File: config.mk
export PLATFORM = sky130hd
export DESIGN_NAME = mux_sel_arbiter_flat
export DESIGN_NICKNAME = d
export VERILOG_FILES = /design/src/rtl/mux_sel_arbiter_pkg.sv /design/src/rtl/mux_sel_arbiter_if.sv /design/src/rtl/mux_sel_arbiter_rr_pick8.sv /design/src/rtl/mux_sel_arbiter.sv /design/src/flat_wrapper.sv
export SDC_FILE = /design/constraint.sdc
export NUM_CORES = 1
export LEC_CHECK = 0
export CELL_PAD_IN_SITES_DETAIL_PLACEMENT = 1
export CELL_PAD_IN_SITES_GLOBAL_PLACEMENT = 2
export CORE_ASPECT_RATIO = 1.1
export CORE_MARGIN = 4
export CORE_UTILIZATION = 29
export CTS_CLUSTER_SIZE = 20
export DETAILED_ROUTE_END_ITERATION = 16
export PLACE_DENSITY_LB_ADDON = 0.1
export SYNTH_ARGS = -nofsm -noshare
export SYNTH_HDL_FRONTEND = slang
export SYNTH_HIERARCHICAL = 1
export SYNTH_SLANG_ARGS = --single-unit
File: constraint.sdc
create_clock -name clk -period 3.9 [get_ports clk]
set_input_delay 0.78 -clock clk [delete_from_list [all_inputs] [get_ports clk]]
set_output_delay 0.78 -clock clk [all_outputs]
set_load 0.02 [all_outputs]
File: src/rtl/mux_sel_arbiter_pkg.sv
// Shared types and constants for the round-robin mux-select arbiter.
// MAX_HOLD/HOLD_W only matter when ARB_TIMEOUT_EN is defined.
package arb_pkg;
  localparam int N_REQ    = 8;
  localparam int SEL_W    = 3;
  localparam int MAX_HOLD = 16;
  localparam int HOLD_W   = $clog2(MAX_HOLD + 1);

  typedef enum logic {IDLE, OWN} arb_state_t;
  typedef logic [N_REQ-1:0] req_vec_t;
endpackage

File: src/rtl/mux_sel_arbiter_if.sv
// Requester/arbiter handshake bundle: requests and releases in, one-hot grant and mux select out.
interface mux_sel_arbiter_if;
  arb_pkg::req_vec_t             req;
  arb_pkg::req_vec_t             done;
  arb_pkg::req_vec_t             grant;
  logic [arb_pkg::SEL_W-1:0]     sel;
  logic                          sel_valid;
  logic                          busy;
  logic                          timeout;

  modport master (
    output req, done,
    input  grant, sel, sel_valid, busy, timeout
  );

  modport slave (
    input  req, done,
    output grant, sel, sel_valid, busy, timeout
  );
endinterface

File: src/rtl/mux_sel_arbiter_rr_pick8.sv
// Combinational round-robin pick: first set request at or after ptr, wrapping modulo 8.
module rr_pick8
  import arb_pkg::*;
(
  input  req_vec_t         req,
  input  logic [SEL_W-1:0] ptr,
  output logic             any,
  output logic [SEL_W-1:0] idx
);
  req_vec_t         w_rot;
  logic [SEL_W-1:0] w_off;
  logic             w_found;

  // Rotate so ptr lands at bit 0, take the lowest set bit, then rotate the index back.
  always_comb begin
    w_rot   = '0;
    w_off   = '0;
    w_found = 1'b0;
    for (int unsigned i = 0; i < N_REQ; i++) begin
      w_rot[i] = req[SEL_W'(i) + ptr];
    end
    for (int unsigned i = 0; i < N_REQ; i++) begin
      if (!w_found && w_rot[i]) begin
        w_off   = SEL_W'(i);
        w_found = 1'b1;
      end
    end
  end

  assign any = |req;
  assign idx = w_off + ptr;
endmodule

File: src/rtl/mux_sel_arbiter.sv
// Round-robin arbiter driving a registered 3-bit select for a shared 8:1 mux.
// Define ARB_TIMEOUT_EN to bound each tenure to MAX_HOLD cycles with a timeout pulse.
module mux_sel_arbiter
  import arb_pkg::*;
(
  input  logic             clk,
  input  logic             reset_n,
  mux_sel_arbiter_if.slave arb
);
  arb_state_t       r_state, w_state_nx;
  req_vec_t         r_grant, w_grant_nx;
  logic [SEL_W-1:0] r_sel, w_sel_nx;
  logic [SEL_W-1:0] r_ptr, w_ptr_nx;
  logic [SEL_W-1:0] w_idx;
  logic             w_any;
  logic             w_release;
  logic             w_force;

  rr_pick8 u_pick (
    .req (arb.req),
    .ptr (r_ptr),
    .any (w_any),
    .idx (w_idx)
  );

  // r_sel always holds the current owner while in OWN.
  assign w_release = arb.done[r_sel] | ~arb.req[r_sel];

`ifdef ARB_TIMEOUT_EN
  logic [HOLD_W-1:0] r_hold, w_hold_nx;
  logic              r_timeout;

  assign w_force   = ~w_release & (r_hold == HOLD_W'(MAX_HOLD - 1));
  // Counter runs only in OWN; it is zero again by the time the next tenure starts.
  assign w_hold_nx = (r_state == OWN) ? r_hold + HOLD_W'(1) : '0;

  always_ff @(posedge clk or negedge reset_n) begin
    if (!reset_n) begin
      r_hold    <= '0;
      r_timeout <= 1'b0;
    end else begin
      r_hold    <= w_hold_nx;
      r_timeout <= (r_state == OWN) & w_force;
    end
  end

  assign arb.timeout = r_timeout;
`else
  assign w_force     = 1'b0;
  assign arb.timeout = 1'b0;
`endif

  always_comb begin
    w_state_nx = r_state;
    w_grant_nx = r_grant;
    w_sel_nx   = r_sel;
    w_ptr_nx   = r_ptr;
    case (r_state)
      IDLE: begin
        if (w_any) begin
          w_state_nx = OWN;
          w_grant_nx = req_vec_t'(1) << w_idx;
          w_sel_nx   = w_idx;
        end
      end
      OWN: begin
        if (w_release || w_force) begin
          w_state_nx = IDLE;
          w_grant_nx = '0;
          w_ptr_nx   = r_sel + SEL_W'(1);
        end
      end
      default: w_state_nx = IDLE;
    endcase
  end

  always_ff @(posedge clk or negedge reset_n) begin
    if (!reset_n) begin
      r_state <= IDLE;
      r_grant <= '0;
      r_sel   <= '0;
      r_ptr   <= '0;
    end else begin
      r_state <= w_state_nx;
      r_grant <= w_grant_nx;
      r_sel   <= w_sel_nx;
      r_ptr   <= w_ptr_nx;
    end
  end

  assign arb.grant     = r_grant;
  assign arb.sel       = r_sel;
  assign arb.sel_valid = |r_grant;
  assign arb.busy      = (r_state == OWN);
endmodule
File: src/flat_wrapper.sv
// flat-port wrapper written by rule: the top's interface ports become plain ports
module mux_sel_arbiter_flat import arb_pkg::*;
  (clk, reset_n, arb_req, arb_done, arb_grant, arb_sel, arb_sel_valid, arb_busy, arb_timeout);
  mux_sel_arbiter_if arb_i ();
  input  logic clk;
  input  logic reset_n;
  input wire logic [$bits(arb_i.req)-1:0] arb_req;
  input wire logic [$bits(arb_i.done)-1:0] arb_done;
  output wire logic [$bits(arb_i.grant)-1:0] arb_grant;
  output wire logic [$bits(arb_i.sel)-1:0] arb_sel;
  output wire logic [$bits(arb_i.sel_valid)-1:0] arb_sel_valid;
  output wire logic [$bits(arb_i.busy)-1:0] arb_busy;
  output wire logic [$bits(arb_i.timeout)-1:0] arb_timeout;
  assign arb_i.req = arb_req;
  assign arb_i.done = arb_done;
  assign arb_grant = arb_i.grant;
  assign arb_sel = arb_i.sel;
  assign arb_sel_valid = arb_i.sel_valid;
  assign arb_busy = arb_i.busy;
  assign arb_timeout = arb_i.timeout;
  mux_sel_arbiter u_core (.clk(clk), .reset_n(reset_n), .arb(arb_i));
endmodule
==> flow_metrics.tcl <==
set metrics [dict create \
    max-vdd-ir-drop_mv 0.4026 \
    chipWidth_um 76.46 \
    slew_violations 0 \
    finalWirelength_mm 4.526 \
    yosys_warnings 6 \
    route.antenna.remaining_nets 0 \
    synth_largest_type_area_fraction_pct 25.10 \
    fp-row-count 27 \
    syn_area_per_cell_um2 10.31 \
    cts_tree "built" \
    static_leak_nw 0.9129 \
    place.detailed.hpwl_mm 3.686 \
    buffer_ports.inserted 30 \
    final_layout_size_suffix_gt1_share_pct 30.61 \
    die_height_um 83.31 \
    insertion_delay_of_the_later_clocked_pin_in_the_worst_skew_pair_ns 0.25 \
    overflow 0 \
    crit_type "reg -> reg" \
    yosys.area.top_type "sky130_fd_sc_hd__dfrtp_1" \
    outcome "complete, no violations" \
    cts-htree-levels 1 \
    clk_transition_reported_paths_ns 0.06 \
    num_io_pins 32 \
    sequential_cell_area_um2 376.6 \
    cts_root_buf "sky130_fd_sc_hd__clkbuf_8" \
    synth.top_cells.by_area "sky130_fd_sc_hd__dfrtp_1 25%, sky130_fd_sc_hd__mux4_2 12%, sky130_fd_sc_hd__mux2i_1 7.4%" \
    via_count 1331 \
    routed_via_density 5.240 \
    initialDrtViolationCount 71 \
    timing.critical_path.fanout_max 8 \
    cts_num_sinks 15 \
    initial_utilization_pct 29.90 \
    worst-endpoint-arrival_ns 3.90 \
    footprint_of_the_multi_input_gates_um2 1033 \
    dieArea_um2 6370 \
    finalCritPeriodShare_pct 95.59 \
    max_cap_viol_count 0 \
    yosys_register_bits 15 \
    num_antenna_cells 0 \
    routabilityCongestion 0.8004 \
    grt_util_all_layers_pct 14.58 \
    grt_first_pass_wirelength_mm 7.555 \
    hold_viol 0 \
    critical_path.startpoint_type "register" \
    rrSetupSlack_ns 0.17 \
    rsz_0062_raised_after_global_routing "false" \
    first_global_vias 1456 \
    sw_frac_of_total_pct 46.40 \
    grt_start_max_net_pins 16 \
    yosysSeqAreaShare_pct 25.10 \
    synth.net_count 168 \
    worstMarginPinSlew_ns 0.7190 \
    finish_stage_setup_viols 0 \
    filler_cell_count 590 \
    post-place-ws_ns -0.3978 \
    synthToLayoutAreaGrowth_pct 37.16 \
    cts-buffers-inserted 3 \
    antenna_found_initial 0 \
    p_int_mw 1.117 \
    fin_nets 220 \
    yosys_most_used_dff "sky130_fd_sc_hd__dfrtp_1" \
    hold_path_class "reg -> reg" \
    share_clk_of_total_power_pct 6.1 \
    synth.lib_cells_used.distinct 47 \
    cellPowerDensity_nw_per_um2 1016 \
    post_synth_inst_count 145 \
    clock-skew-final_ns 0.004178 \
    power.combinational.fraction_pct 79.8 \
    avgRoutedWirePerCell_um 17.82 \
    max_freq_ghz 0.2682 \
    postCtsSetupRepairBufs 0 \
    synth.cell_area_um2 1495 \
    total_switching_power_mw 0.9671 \
    totalPowerFinal_mw 2.084 \
    crit_path_required_time_ns 4.07 \
    fin_crit_ns 3.728 \
    drt_first_pass_iters 4 \
    design.core.area_um2 5000 \
    clock_tree.buffer_depth 2 \
    setup.worst_path.end_class "register" \
    sequentialPowerShare_pct 14.1 \
    asyncSetResetFlopFracSynth_pct 100.0 \
    slew-limit-headroom_pct 51.92 \
    post-route-worst-setup-slack_ns 0.1721 \
    synth_edf_count 0 \
    route.detailed.drc 0 \
]
## power groups by stage
stage	registers [mW]	clock network, mW	logic (mW)
2_1_floorplan	0.308	0	1.09
3_3_place_gp	0.293	0	1.55
3_5_place_dp	0.296	0	1.59
4_1_cts	0.295	0.134	1.64
5_1_grt	0.305	0.142	1.83
6_report	0.294	0.128	1.66
## flip-flops by register name, indices dropped and copies added (netlist names)
register	count
u_core/r_ptr	3
u_core/arb.grant	8
u_core/arb.busy	1
u_core/arb.sel	3
## per-layer routing
metal  track usage, %  wire (um)  vias up
li1                 -          -      643
met1            19.32       2122      668
met2            25.10       2296       13
met3            2.061         58        7
met4            3.130         48        0
met5                0          0        -
## Yosys cell counts (2+ instances only)
| library cell | number |
|---|---|
| sky130_fd_sc_hd__nor3_1 | 2 |
| sky130_fd_sc_hd__dfrtp_1 | 15 |
| sky130_fd_sc_hd__nand3b_1 | 2 |
| sky130_fd_sc_hd__o21ai_0 | 3 |
| sky130_fd_sc_hd__mux2i_1 | 11 |
| sky130_fd_sc_hd__buf_6 | 5 |
| sky130_fd_sc_hd__mux2_2 | 3 |
| sky130_fd_sc_hd__nand3_1 | 2 |
| sky130_fd_sc_hd__nor2_1 | 4 |
| sky130_fd_sc_hd__buf_4 | 2 |
| sky130_fd_sc_hd__o22ai_1 | 8 |
| sky130_fd_sc_hd__inv_1 | 6 |
| sky130_fd_sc_hd__nand2_1 | 25 |
| sky130_fd_sc_hd__mux4_2 | 8 |
| sky130_fd_sc_hd__xor2_1 | 3 |
| sky130_fd_sc_hd__mux4_1 | 4 |
| sky130_fd_sc_hd__nand2b_1 | 2 |
| sky130_fd_sc_hd__xnor2_1 | 2 |
| sky130_fd_sc_hd__ha_1 | 4 |
| sky130_fd_sc_hd__nor4_1 | 4 |
| sky130_fd_sc_hd__a21oi_1 | 3 |
| sky130_fd_sc_hd__nor2b_1 | 2 |
## per-stage QoR
step / instance area (um2) / hold slack [ns] / TNS (ns) / utilization (%) / std cells
6_report: 2051 / 0.5610 / 0 / 41.02 / 254
5_1_grt: 2051 / 0.5940 / 0 / 41.02 / 254
4_1_cts: 2027 / 0.5680 / 0 / 40.54 / 254
3_5_place_dp: 1981 / 0.5587 / -2.840 / 39.61 / 250
3_3_place_gp: 1981 / 0.5514 / -1.558 / 39.61 / 250
2_1_floorplan: 1495 / 0.4844 / 0 / - / 145
## layout make-up
cell class	count	area share (%)
Tap cell	58	3.539
Timing Repair Buffer	55	23.86
Clock buffer	4	2.196
Inverter	7	1.647
Multi-Input combinational cell	115	50.40
Sequential cell	15	18.36
## cell families (layout without fill, tap and decap cells)
| group | count (synthesis) | in the layout | synth area share (%) |
|---|---|---|---|
| other cells | 1 | 1 | 0.2508 |
| flops | 15 | 15 | 25.10 |
| buf+inv | 15 | 66 | 7.279 |
| compound gates | 25 | 25 | 12.13 |
| fa+ha+maj | 5 | 5 | 4.686 |
| simple gates | 52 | 52 | 17.91 |
| xor+xnor | 5 | 5 | 2.929 |
| mux | 27 | 27 | 29.71 |
## repair_timing
item / in CTS / in global routing
pin swaps: 0 / 0
cloned: 0 / 0
hold buffers: 0 / 0
hold endpoints to repair: 0 / 0
setup endpoints to repair: 8 / 7
gates resized for setup: 10 / 10
## worst paths after layout
check	from	endpoint	depth (start not counted)
worst max-delay path	u_core/r_ptr[0]$_DFFE_PN0P_	u_core/arb.grant[0]$_DFFE_PN0P_	15
worst max register to register	u_core/r_ptr[0]$_DFFE_PN0P_	u_core/arb.grant[0]$_DFFE_PN0P_	15
max in group asynchronous	reset_n	u_core/r_ptr[0]$_DFFE_PN0P_	1
min in group asynchronous	reset_n	u_core/arb.grant[3]$_DFFE_PN0P_	1
worst min register to register	u_core/arb.grant[6]$_DFFE_PN0P_	u_core/arb.grant[6]$_DFFE_PN0P_	2
worst min-delay path	u_core/arb.grant[6]$_DFFE_PN0P_	u_core/arb.grant[6]$_DFFE_PN0P_	2
## critical path, cell delays in order (launching register included)
cell and delay, ns:
sky130_fd_sc_hd__dfrtp_2 0.42, sky130_fd_sc_hd__inv_8 0.06, sky130_fd_sc_hd__ha_2 0.41, sky130_fd_sc_hd__buf_4 0.20
sky130_fd_sc_hd__mux2i_1 0.25, sky130_fd_sc_hd__mux4_2 0.28, sky130_fd_sc_hd__a32o_2 0.19, sky130_fd_sc_hd__a32oi_1 0.11
sky130_fd_sc_hd__a211oi_2 0.21, sky130_fd_sc_hd__ha_1 0.17, sky130_fd_sc_hd__inv_1 0.05, sky130_fd_sc_hd__fa_1 0.40
sky130_fd_sc_hd__xnor2_2 0.16, sky130_fd_sc_hd__xnor2_2 0.18, sky130_fd_sc_hd__or3_1 0.41, sky130_fd_sc_hd__o22ai_1 0.16
## placed cells by master, fill, tap and decap left out, types with 2 or more instances in the layout
cell type and instances:
sky130_fd_sc_hd__nand2b_1 2, sky130_fd_sc_hd__o21ai_2 2, sky130_fd_sc_hd__nor2b_1 2, sky130_fd_sc_hd__nor2_1 3, sky130_fd_sc_hd__nand3_1 2, sky130_fd_sc_hd__nor4_1 4
sky130_fd_sc_hd__ha_1 3, sky130_fd_sc_hd__dlymetal6s2s_1 3, sky130_fd_sc_hd__o22ai_1 7, sky130_fd_sc_hd__nor3_1 2, sky130_fd_sc_hd__xor2_1 3, sky130_fd_sc_hd__dlygate4sd2_1 5
sky130_fd_sc_hd__clkdlybuf4s50_1 22, sky130_fd_sc_hd__mux2i_1 10, sky130_fd_sc_hd__nand3b_1 2, sky130_fd_sc_hd__buf_4 25, sky130_fd_sc_hd__nand2_1 25, sky130_fd_sc_hd__o21ai_0 2
sky130_fd_sc_hd__inv_1 6, sky130_fd_sc_hd__clkbuf_8 3, sky130_fd_sc_hd__dfrtp_1 14, sky130_fd_sc_hd__xnor2_2 2, sky130_fd_sc_hd__mux4_2 11, sky130_fd_sc_hd__mux2_2 3
sky130_fd_sc_hd__a21oi_1 3
Power figures use the tool's default switching activity.
